## config.mk

```make
export PLATFORM = sky130hd
export DESIGN_NAME = key_debounce_irq_flat
export DESIGN_NICKNAME = d
export VERILOG_FILES = /design/src/rtl/key_debounce_irq_if.sv /design/src/rtl/key_debounce_irq.sv /design/src/flat_wrapper.sv
export SDC_FILE = /design/constraint.sdc
export NUM_CORES = 1
export LEC_CHECK = 0
export ABC_AREA = 0
export ABC_CLOCK_PERIOD_IN_PS = 4820
export CELL_PAD_IN_SITES_DETAIL_PLACEMENT = 1
export CELL_PAD_IN_SITES_GLOBAL_PLACEMENT = 1
export CORE_MARGIN = 2
export CORE_UTILIZATION = 50
export DETAILED_ROUTE_END_ITERATION = 10
export PLACE_DENSITY = 0.81
export SYNTH_ARGS = -nofsm -noshare
export SYNTH_HDL_FRONTEND = slang
export SYNTH_SLANG_ARGS = --single-unit
```

## constraint.sdc

```tcl
create_clock -name HCLK -period 4.82 [get_ports HCLK]
set_input_delay 0.964 -clock HCLK [delete_from_list [all_inputs] [get_ports HCLK]]
set_output_delay 0.964 -clock HCLK [all_outputs]
set_load 0.005 [all_outputs]
```

## src/rtl/key_debounce_irq_if.sv

```systemverilog
// Bus bundle between the keypad debouncer and the peripheral register bank.
// There is no valid/ready handshake on this bundle. col is a raw asynchronous
// level. irq_clr is a one-cycle request sampled on HCLK. key_press and
// key_release are one-cycle strobes. key_level, irq_pending and irq are
// registered levels. dbg_state exposes each channel's debounce FSM state.
interface key_debounce_irq_if #(
  parameter int NUM_KEYS = 8
);
  logic [NUM_KEYS-1:0]      col;
  logic [NUM_KEYS-1:0]      irq_mask;
  logic [NUM_KEYS-1:0]      irq_clr;
  logic [NUM_KEYS-1:0]      key_level;
  logic [NUM_KEYS-1:0]      key_press;
  logic [NUM_KEYS-1:0]      key_release;
  logic [NUM_KEYS-1:0]      irq_pending;
  logic                     irq;
  logic [NUM_KEYS-1:0][1:0] dbg_state;

  // Pad and register-bank side.
  modport master (
    output col, irq_mask, irq_clr,
    input  key_level, key_press, key_release, irq_pending, irq, dbg_state
  );

  // Debouncer side.
  modport slave (
    input  col, irq_mask, irq_clr,
    output key_level, key_press, key_release, irq_pending, irq, dbg_state
  );
endinterface

```

## src/rtl/key_debounce_irq.sv

```systemverilog
// Keypad/column debouncer with sticky pending flags and one aggregated IRQ.
// Each channel has a 2-flop synchroniser and a 4-state debounce FSM.
// Press, release and level outputs are registered. Pending bits are set by
// press strobes, and also by release strobes when IRQ_ON_RELEASE=1. A set
// beats a coincident clear.
// Optional macro KEY_AUTOREPEAT_EN adds periodic repeat presses while a key
// stays held.
module key_debounce_irq #(
  parameter int NUM_KEYS         = 8,
  parameter int DEBOUNCE_CYC     = 1048575,
  parameter int CNT_W            = 20,
  parameter int ACTIVE_HIGH      = 1,
  parameter int IRQ_ON_RELEASE   = 0,
  parameter int REPEAT_DELAY_CYC = 500000,
  parameter int REPEAT_CYC       = 100000
) (
  input logic               HCLK,
  input logic               HRESETn,
  key_debounce_irq_if.slave bus
);
  typedef enum logic [1:0] {
    IDLE       = 2'd0,
    DB_PRESS   = 2'd1,
    HELD       = 2'd2,
    DB_RELEASE = 2'd3
  } state_e;

  localparam logic [CNT_W-1:0] CNT_LAST = CNT_W'(DEBOUNCE_CYC - 1);
  localparam logic [CNT_W-1:0] CNT_ONE  = CNT_W'(1);

  // Elaboration-time parameter sanity checks.
  if (NUM_KEYS < 1 || NUM_KEYS > 32) begin : g_bad_num_keys
    $error("NUM_KEYS out of range");
  end
  if (DEBOUNCE_CYC < 1 || (64'(1) << CNT_W) <= 64'(DEBOUNCE_CYC)) begin : g_bad_cnt
    $error("DEBOUNCE_CYC must be >= 1 and fit in CNT_W bits");
  end
  if (REPEAT_DELAY_CYC < 1 || REPEAT_CYC < 1) begin : g_bad_repeat
    $error("REPEAT_DELAY_CYC and REPEAT_CYC must be >= 1");
  end

  logic [NUM_KEYS-1:0] sync1_q, sync2_q, raw;
  state_e              state_q [NUM_KEYS];
  state_e              state_d [NUM_KEYS];
  logic [CNT_W-1:0]    cnt_q [NUM_KEYS];
  logic [CNT_W-1:0]    cnt_d [NUM_KEYS];
  logic [NUM_KEYS-1:0] level_q, level_d;
  logic [NUM_KEYS-1:0] press_q, press_d;
  logic [NUM_KEYS-1:0] release_q, release_d;
  logic [NUM_KEYS-1:0] pend_q, pend_d;
  logic [NUM_KEYS-1:0] rpt_fire;
  logic                irq_q, irq_d;

  // Two-flop synchroniser for the asynchronous pad inputs.
  always_ff @(posedge HCLK or negedge HRESETn) begin
    if (!HRESETn) begin
      sync1_q <= '0;
      sync2_q <= '0;
    end else begin
      sync1_q <= bus.col;
      sync2_q <= sync1_q;
    end
  end

  // Map the pad polarity onto "pressed".
  assign raw = (ACTIVE_HIGH != 0) ? sync2_q : ~sync2_q;

  // Debounce FSM next state. A bounce returns to the last stable state.
  always_comb begin
    press_d   = '0;
    release_d = '0;
    level_d   = '0;
    for (int i = 0; i < NUM_KEYS; i++) begin
      state_d[i] = state_q[i];
      cnt_d[i]   = cnt_q[i];
      case (state_q[i])
        IDLE: begin
          if (raw[i]) begin
            state_d[i] = DB_PRESS;
            cnt_d[i]   = '0;
          end
        end
        DB_PRESS: begin
          if (!raw[i]) begin
            state_d[i] = IDLE;
          end else if (cnt_q[i] == CNT_LAST) begin
            state_d[i] = HELD;
            press_d[i] = 1'b1;
          end else begin
            cnt_d[i] = cnt_q[i] + CNT_ONE;
          end
        end
        HELD: begin
          if (!raw[i]) begin
            state_d[i] = DB_RELEASE;
            cnt_d[i]   = '0;
          end
        end
        DB_RELEASE: begin
          if (raw[i]) begin
            state_d[i] = HELD;
          end else if (cnt_q[i] == CNT_LAST) begin
            state_d[i]   = IDLE;
            release_d[i] = 1'b1;
          end else begin
            cnt_d[i] = cnt_q[i] + CNT_ONE;
          end
        end
      endcase
      level_d[i] = (state_d[i] == HELD) || (state_d[i] == DB_RELEASE);
    end
  end

`ifdef KEY_AUTOREPEAT_EN
  localparam int RPT_MAX = (REPEAT_DELAY_CYC > REPEAT_CYC) ? REPEAT_DELAY_CYC : REPEAT_CYC;
  localparam int RPT_W   = $clog2(RPT_MAX + 1);
  localparam logic [RPT_W-1:0] DELAY_LAST  = RPT_W'(REPEAT_DELAY_CYC - 1);
  localparam logic [RPT_W-1:0] PERIOD_LAST = RPT_W'(REPEAT_CYC - 1);
  localparam logic [RPT_W-1:0] RPT_ONE     = RPT_W'(1);

  logic [RPT_W-1:0]    rpt_q [NUM_KEYS];
  logic [RPT_W-1:0]    rpt_d [NUM_KEYS];
  logic [NUM_KEYS-1:0] armed_q, armed_d;

  // Repeat timer: counts while stably held, frozen during release bounce.
  always_comb begin
    rpt_fire = '0;
    armed_d  = armed_q;
    for (int i = 0; i < NUM_KEYS; i++) begin
      rpt_d[i] = rpt_q[i];
      if (state_q[i] == HELD && raw[i]) begin
        if (rpt_q[i] == (armed_q[i] ? PERIOD_LAST : DELAY_LAST)) begin
          rpt_fire[i] = 1'b1;
          rpt_d[i]    = '0;
          armed_d[i]  = 1'b1;
        end else begin
          rpt_d[i] = rpt_q[i] + RPT_ONE;
        end
      end else if (state_q[i] == IDLE || state_q[i] == DB_PRESS) begin
        rpt_d[i]   = '0;
        armed_d[i] = 1'b0;
      end
    end
  end

  // Repeat timer registers.
  always_ff @(posedge HCLK or negedge HRESETn) begin
    if (!HRESETn) begin
      armed_q <= '0;
      for (int i = 0; i < NUM_KEYS; i++) rpt_q[i] <= '0;
    end else begin
      armed_q <= armed_d;
      for (int i = 0; i < NUM_KEYS; i++) rpt_q[i] <= rpt_d[i];
    end
  end
`else
  assign rpt_fire = '0;
`endif

  // Pending flags: a set beats a coincident clear; the mask only gates irq.
  always_comb begin
    pend_d = (pend_q & ~bus.irq_clr) | press_q;
    if (IRQ_ON_RELEASE != 0) pend_d = pend_d | release_q;
    irq_d = |(pend_q & bus.irq_mask);
  end

  // FSM state, counters and registered outputs.
  always_ff @(posedge HCLK or negedge HRESETn) begin
    if (!HRESETn) begin
      for (int i = 0; i < NUM_KEYS; i++) begin
        state_q[i] <= IDLE;
        cnt_q[i]   <= '0;
      end
      level_q   <= '0;
      press_q   <= '0;
      release_q <= '0;
      pend_q    <= '0;
      irq_q     <= 1'b0;
    end else begin
      for (int i = 0; i < NUM_KEYS; i++) begin
        state_q[i] <= state_d[i];
        cnt_q[i]   <= cnt_d[i];
      end
      level_q   <= level_d;
      press_q   <= press_d | rpt_fire;
      release_q <= release_d;
      pend_q    <= pend_d;
      irq_q     <= irq_d;
    end
  end

  // Drive the bundle outputs and the debug state view.
  always_comb begin
    for (int i = 0; i < NUM_KEYS; i++) bus.dbg_state[i] = state_q[i];
  end

  assign bus.key_level   = level_q;
  assign bus.key_press   = press_q;
  assign bus.key_release = release_q;
  assign bus.irq_pending = pend_q;
  assign bus.irq         = irq_q;
endmodule

```

## src/flat_wrapper.sv

```systemverilog
// flat-port wrapper written by rule: the top's interface ports become plain ports
module key_debounce_irq_flat 
#(
  parameter int NUM_KEYS         = 8,
  parameter int DEBOUNCE_CYC     = 1048575,
  parameter int CNT_W            = 20,
  parameter int ACTIVE_HIGH      = 1,
  parameter int IRQ_ON_RELEASE   = 0,
  parameter int REPEAT_DELAY_CYC = 500000,
  parameter int REPEAT_CYC       = 100000
)
  (HCLK, HRESETn, bus_col, bus_irq_mask, bus_irq_clr, bus_key_level, bus_key_press, bus_key_release, bus_irq_pending, bus_irq, bus_dbg_state);
  key_debounce_irq_if #(.NUM_KEYS(NUM_KEYS)) bus_i ();
  input logic HCLK;
  input logic HRESETn;
  input wire logic [$bits(bus_i.col)-1:0] bus_col;
  input wire logic [$bits(bus_i.irq_mask)-1:0] bus_irq_mask;
  input wire logic [$bits(bus_i.irq_clr)-1:0] bus_irq_clr;
  output wire logic [$bits(bus_i.key_level)-1:0] bus_key_level;
  output wire logic [$bits(bus_i.key_press)-1:0] bus_key_press;
  output wire logic [$bits(bus_i.key_release)-1:0] bus_key_release;
  output wire logic [$bits(bus_i.irq_pending)-1:0] bus_irq_pending;
  output wire logic [$bits(bus_i.irq)-1:0] bus_irq;
  output wire logic [$bits(bus_i.dbg_state)-1:0] bus_dbg_state;
  assign bus_i.col = bus_col;
  assign bus_i.irq_mask = bus_irq_mask;
  assign bus_i.irq_clr = bus_irq_clr;
  assign bus_key_level = bus_i.key_level;
  assign bus_key_press = bus_i.key_press;
  assign bus_key_release = bus_i.key_release;
  assign bus_irq_pending = bus_i.irq_pending;
  assign bus_irq = bus_i.irq;
  assign bus_dbg_state = bus_i.dbg_state;
  key_debounce_irq #(.NUM_KEYS(NUM_KEYS), .DEBOUNCE_CYC(DEBOUNCE_CYC), .CNT_W(CNT_W), .ACTIVE_HIGH(ACTIVE_HIGH), .IRQ_ON_RELEASE(IRQ_ON_RELEASE), .REPEAT_DELAY_CYC(REPEAT_DELAY_CYC), .REPEAT_CYC(REPEAT_CYC)) u_core (.HCLK(HCLK), .HRESETn(HRESETn), .bus(bus_i));
endmodule
```

==> results of run 1 <==
[registers in the layout, indices dropped and copies added (netlist names)]
register and flops:
u_core.bus.key_release 8, u_core.bus.key_press 8, u_core.raw 8, u_core.bus.key_level 8
u_core.bus.irq_pending 8, u_core.bus.dbg_state 16, u_core.bus.irq 1, u_core.sync1_q 8
u_core.cnt_q 160
[layout make-up]
cell class	count	area (um2)
clock buffers	33	708.2
clock inverters	15	195.2
fillers	2579	9271
inverters	44	165.2
multi-input cells	901	5562
flip-flops and latches	225	5630
well taps	285	356.6
repair buffers	84	820.8
[path summary, 6_finish.rpt]
| check | endpoint | slack (ps) | cells after the start |
|---|---|---|---|
| setup / recovery | bus_dbg_state[4] | 1780 | 1 |
| hold / removal | u_core.raw[6] | 340 | 0 |
| setup reg to reg | u_core.cnt_q[12] | 1870 | 6 |
| hold reg to reg | u_core.raw[6] | 340 | 0 |
| max in group asynchronous | u_core.cnt_q[81] | 3270 | 2 |
| min in group asynchronous | u_core.cnt_q[132] | 420 | 1 |
[synth_stat cells (17+ instances only)]
master and n:
sky130_fd_sc_hd__dfrtp_1 225, sky130_fd_sc_hd__nand2_1 169, sky130_fd_sc_hd__nand3_1 96, sky130_fd_sc_hd__o21ai_0 75, sky130_fd_sc_hd__nor2_1 71, sky130_fd_sc_hd__nand4_1 47
sky130_fd_sc_hd__inv_1 44, sky130_fd_sc_hd__clkbuf_1 37, sky130_fd_sc_hd__a22o_1 33, sky130_fd_sc_hd__a21oi_1 29, sky130_fd_sc_hd__nor3_1 28, sky130_fd_sc_hd__mux2_2 26
sky130_fd_sc_hd__nor4_1 23, sky130_fd_sc_hd__and3_1 22, sky130_fd_sc_hd__xnor2_1 22, sky130_fd_sc_hd__and4_1 21, sky130_fd_sc_hd__a21o_1 20, sky130_fd_sc_hd__nor3b_1 19
sky130_fd_sc_hd__mux2i_1 17
[per-layer routing]
| metal | global-route usage [%] | share of wire [%] | vias to the layer above |
|---|---|---|---|
| li1 | - | - | 4607 |
| met1 | 32.81 | 45 | 4918 |
| met2 | 43.95 | 50 | 147 |
| met3 | 2.917 | 2.9 | 52 |
| met4 | 6.160 | 2.3 | 0 |
| met5 | 0 | 0 | - |
[power groups by stage]
stage	registers, mW	clock network, mW	logic [mW]
floorplan	2.03	0	0.166
global placement	2.07	0	0.240
detailed placement	2.08	0	0.252
CTS	2.05	2.12	0.256
global route	2.06	2.18	0.285
finish	2.05	2.07	0.251
[cell families after synthesis]
group	count (synthesis)
mux	43
compound gates	230
fa+ha+maj	16
xor+xnor	32
simple gates	580
flops	225
buf+inv	98
[per-stage QoR]
step / power, mW / hold WS [ps] / worst slack, ps
floorplan: 2.200 / 331.2 / 2874
global placement: 2.314 / 334.3 / 2031
detailed placement: 2.331 / 338.1 / 1917
CTS: 4.422 / 351.3 / 1766
global route: 4.522 / 356.8 / 1617
finish: 4.369 / 342.4 / 1776
==> flow_summary.json, run 1 <==
{
  "wl_um": 29870,
  "stdcell_count": 1587,
  "final.period_utilization_pct": 63.15,
  "synth_area_leader_cell": "sky130_fd_sc_hd__dfrtp_1",
  "start_util_pct": 51.00,
  "placementRows": 55,
  "final_layout_size_suffix_gt1_share_pct": 7.296,
  "sequentialPowerShare_pct": 46.9,
  "worstPathArrival_ps": 2080,
  "io_pins": 75,
  "grt_max_degree": 99,
  "synthFlopType": "sky130_fd_sc_hd__dfrtp_1",
  "p_sw_mw": 1.069,
  "power.switching_fraction_pct": 24.47,
  "critPathCaptureType": "primary output",
  "final-max-slew-violation-count": 0,
  "post-cts-setup-buffer-count": 0,
  "clock_sink_count": 225,
  "drt-initial-drc-count": 424,
  "finish.instance_area_mm2": 0.01344,
  "critical-path-top-delay-family": "flip-flops",
  "dpl.hpwl_um": 19670,
  "number_of_iterations_in_the_first_detailed_routing_pass": 4,
  "synth-simple-area-share_pct": 26.52,
  "final_core_util_pct": 59.17,
  "ys.warnings.count": 0,
  "ctsHtreeMaxLevel": 1,
  "layout_commonest_cell": "sky130_fd_sc_hd__dfrtp_1",
  "synth_cell_types": 60,
  "post_syn_area_per_cell_um2": 9.462,
  "compound_gate_fraction_of_synth_area_pct": 13.35,
  "min-delay-start": "u_core.sync1_q[6]",
  "final_setup_violations": 0,
  "worst_hold_path_type": "flip-flop to flip-flop",
  "syn_to_final_growth_pct": 16.03,
  "power.combinational.fraction_pct": 5.7,
  "edff_count_synth": 0,
  "ir_worst_vdd_v": 0.0002356,
  "grt.total_usage_pct": 24.90,
  "cts_tree": "yes",
  "placeableCoreArea_mm2": 0.02271,
  "clockRootBuffer": "sky130_fd_sc_hd__clkbuf_16",
  "rsz0062_at_grt": "no",
  "worst_setup_path_startpoint": "u_core.bus.dbg_state[4]",
  "period_minus_slack_ps": 3044,
  "synth_top_cell_area_share_pct": 48.62,
  "final_nets": 1324,
  "ys_seq_elements": 225,
  "clk_transition_reported_paths_ps": 60,
  "cp.buffers_inverters": 1,
  "synthMuxAreaShare_pct": 3.997,
  "globalRouteOverflowTotal": 0,
  "die_area_mm2": 0.02440,
  "vias": 9724,
  "synth.cell_area_mm2": 0.01158,
  "worst_setup_path_start_kind": "flip-flop",
  "place_congestion": 0.7979,
  "startpoint_to_endpoint_class_of_the_critical_path": "flip-flop to primary output",
  "hold_viol": 0,
  "worstPathCellList": "clkdlybuf4s50_1",
  "clock_latency_reported_for_the_late_side_of_the_worst_skew_pair_ps": 520,
  "maxCapViolations": 0,
  "netlist_top_cells_area": "sky130_fd_sc_hd__dfrtp_1 (49%), sky130_fd_sc_hd__nand2_1 (5.5%), sky130_fd_sc_hd__nand3_1 (4.1%)",
  "synth.yosys.seq_area_share_pct": 48.62,
  "quantity_of_hold_fixing_buffers_added_after_cts": 0,
  "synth_async_sr_flop_share_pct": 100.0,
  "outcome": "finished, final reports clean",
  "ant_nets": 0,
  "synth_nets": 1266,
  "path_max_fanout": 29,
  "cts_resized": 0,
  "cts_made_buffers": 26,
  "route.detailed.wl_per_inst_um": 18.82,
  "drt_drc_violations_left": 0,
  "totalNegativeSetupSlack_ps": 0,
  "power_per_cell_area_mw_per_mm2": 325.2,
  "crit_path_max_incr_delay_ps": 920,
  "worst_pin_slew_ps": 1017,
  "dpl.cell_count": 1539,
  "netlist_instances": 1224,
  "clock_path_buffers": 3,
  "highest_achievable_clock_rate_mhz": 328.5,
  "die_y_um": 156.2,
  "die_w_um": 156.2,
  "place.port_buffers": 74,
  "finClkSkew_ps": 10.65,
  "critical_path.reg2reg.startpoint": "u_core.bus.dbg_state[14]",
  "synth-adder-area-share_pct": 1.729,
  "total_leakage_power_nw": 5.943,
  "synth_top_family_by_area": "simple AND/OR/NAND/NOR gates",
  "clockPowerShare_pct": 47.4,
  "dpl-instance-area_mm2": 0.01253,
  "antennaDiodeCount": 0,
  "viasPerCell": 6.127,
  "p_int_mw": 3.300,
  "grt_first_pass_wirelength_um": 50230,
  "slew-limit-headroom_pct": 31.73,
  "critPathRequiredTime_ps": 3860,
  "cp_slowest_cell": "sky130_fd_sc_hd__dfrtp_1",
  "synth-xor-area-share_pct": 2.420,
  "grt_pass1_vias": 10050,
  "grt_antenna_before_repair": 0,
  "layout_common_cells": "sky130_fd_sc_hd__dfrtp_1 (225), sky130_fd_sc_hd__nand2_1 (169), sky130_fd_sc_hd__nand3_1 (96)"
}
Note: power is estimated with default switching activity, not from simulation.
==> run 2: changes to the inputs <==
- ABC_CLOCK_PERIOD_IN_PS: 4820 -> 2600
- CORE_UTILIZATION: 50 -> 42
- PLACE_DENSITY: 0.81 -> 0.72
- clock period: 4.82 -> 2.6 ns (I/O delays scaled with it)
==> run 2 against run 1 <==
Total power increased by 96%. Worst hold slack improved by 6.3 ps. Die area increased by 19%. Clock-buffer cell count increased by 5. Critical path type unchanged. Largest power group unchanged. Combinational power increased by 110%. Critical endpoint unchanged. Final cell count increased by 5.5%.
==> flow_summary.json, run 2 (synthesis results as in run 1) <==
{
  "outcome": "finished, final reports clean",
  "viasPerCell": 5.822,
  "io_pins": 75,
  "critical-path-top-delay-family": "flip-flops",
  "filler_cell_count": 3046,
  "rsz0062_at_grt": "no",
  "critPathCaptureType": "primary output",
  "clock_path_buffers": 3,
  "totalNegativeSetupSlack_ps": 0,
  "die_w_um": 170.1,
  "layout_commonest_cell": "sky130_fd_sc_hd__dfrtp_1",
  "placeableCoreArea_mm2": 0.02703,
  "ant_nets": 0,
  "path_max_fanout": 19,
  "period_minus_slack_ps": 2387,
  "clock_latency_reported_for_the_late_side_of_the_worst_skew_pair_ps": 540,
  "largest_reg_flops": 160,
  "clock_sink_count": 225,
  "grt_pass1_vias": 10130,
  "worst_setup_path_start_kind": "flip-flop",
  "dpl.hpwl_um": 19910,
  "worstPathArrival_ps": 1870,
  "total_leakage_power_nw": 6.181,
  "top_register": "u_core.cnt_q",
  "worst_pin_slew_ps": 715.3,
  "cts_tree": "yes",
  "globalRouteOverflowTotal": 0,
  "vias": 9752,
  "final-max-slew-violation-count": 0,
  "crit_path_max_incr_delay_ps": 710,
  "drt-initial-drc-count": 545,
  "cp_slowest_cell": "sky130_fd_sc_hd__dfrtp_1",
  "die_y_um": 170.1,
  "place_ws_ps": 241.1,
  "final_nets": 1355,
  "final_setup_violations": 0,
  "hold_viol": 0,
  "syn_to_final_growth_pct": 20.15,
  "maxCapViolations": 0,
  "grt.total_usage_pct": 20.95,
  "post-cts-setup-buffer-count": 0,
  "cp.buffers_inverters": 1,
  "wl_um": 29570,
  "grt_antenna_before_repair": 0,
  "critPathRequiredTime_ps": 2080,
  "number_of_iterations_in_the_first_detailed_routing_pass": 4,
  "antennaDiodeCount": 0,
  "final.period_utilization_pct": 91.79,
  "postLayoutSetupSlackWorst_ps": 213.5,
  "startpoint_to_endpoint_class_of_the_critical_path": "flip-flop to primary output",
  "placementRows": 60,
  "grt_max_degree": 73,
  "start_util_pct": 42.85,
  "route.detailed.wl_per_inst_um": 17.65,
  "ctsHtreeMaxLevel": 1,
  "dpl-instance-area_mm2": 0.01287,
  "slew-limit-headroom_pct": 52.14,
  "layout_common_cells": "sky130_fd_sc_hd__dfrtp_1 (225), sky130_fd_sc_hd__nand2_1 (169), sky130_fd_sc_hd__nand3_1 (96)",
  "place.port_buffers": 74,
  "drt_drc_violations_left": 0,
  "finish.instance_area_mm2": 0.01391,
  "clockRootBuffer": "sky130_fd_sc_hd__clkbuf_16",
  "cts_made_buffers": 27,
  "place_congestion": 0.7955,
  "power_per_cell_area_mw_per_mm2": 616.0,
  "final_layout_size_suffix_gt1_share_pct": 9.745,
  "highest_achievable_clock_rate_mhz": 419.0,
  "clk_transition_reported_paths_ps": 60,
  "finClkSkew_ps": 21.99,
  "ir_worst_vdd_v": 0.0005346,
  "die_area_mm2": 0.02892,
  "grt_first_pass_wirelength_um": 50570,
  "worst_hold_path_type": "flip-flop to flip-flop",
  "worstPathCellList": "clkdlybuf4s50_1"
}
run 2: changes by cell type in the layout (fill, tap and decap cells not counted), sizes merged:
cell,delta
clkinv,-2
dlygate4sd3,+1
clkinvlp,-3
buf,+29
bufinv,+2
clkbuf,+5
run 2: power breakdown:
part / leakage, nW / internal (mW) / switching [mW] / total [mW]
combinational: 2.61 / 0.209 / 0.315 / 0.524
clock: 0.501 / 2.75 / 1.52 / 4.27
sequential: 3.07 / 3.61 / 0.169 / 3.78
total: 6.18 / 6.57 / 2.00 / 8.57
run 2: stage by stage:
| step | instances | util (%) | hold slack (ps) | power [mW] |
|---|---|---|---|---|
| 2_1_floorplan | 1224 | - | 224.4 | 4.078 |
| 3_3_place_gp | 1624 | 47.63 | 334.3 | 4.337 |
| 3_5_place_dp | 1624 | 47.63 | 337.1 | 4.369 |
| 4_1_cts | 1675 | 51.46 | 350.1 | 8.689 |
| 5_1_grt | 1675 | 51.49 | 351.7 | 8.918 |
| 6_report | 1675 | 51.49 | 348.7 | 8.571 |
run 2: repair_timing:
item,in CTS,in global routing
endpoints found under the hold margin,39,0
setup endpoints to repair,0,1
hold buffers,1,0
gates resized for setup,0,1
run 2: routing by layer:
metal	vias to the layer above	share of wire, %	GRT usage, %
met5	-	0	0
met4	0	2.4	5.463
met3	45	3.1	2.907
met2	117	47	35.22
met1	4915	47	28.55
li1	4675	-	-
run 2: worst paths after layout:
path | from | end | slack [ps] | cells past startpoint
setup / recovery | u_core.bus.dbg_state[4] | bus_dbg_state[4] | 210 | 1
hold / removal | u_core.sync1_q[6] | u_core.raw[6] | 350 | 0
setup reg to reg | u_core.cnt_q[60] | u_core.cnt_q[71] | 330 | 7
hold reg to reg | u_core.sync1_q[6] | u_core.raw[6] | 350 | 0
max in group asynchronous | HRESETn | u_core.bus.dbg_state[5] | 1330 | 3
min in group asynchronous | HRESETn | u_core.cnt_q[126] | 550 | 2
run 2: area by class of cell:
class | count | area [um2] | share of cell area [%]
clock buffer | 38 | 807.0 | 5.800
multi-input combinational | 901 | 5568 | 40.01
clock inverter | 12 | 219.0 | 1.574
sequential | 225 | 5630 | 40.46
inverter | 44 | 165.2 | 1.187
tap | 341 | 426.7 | 3.066
timing repair buffer | 114 | 1099 | 7.895
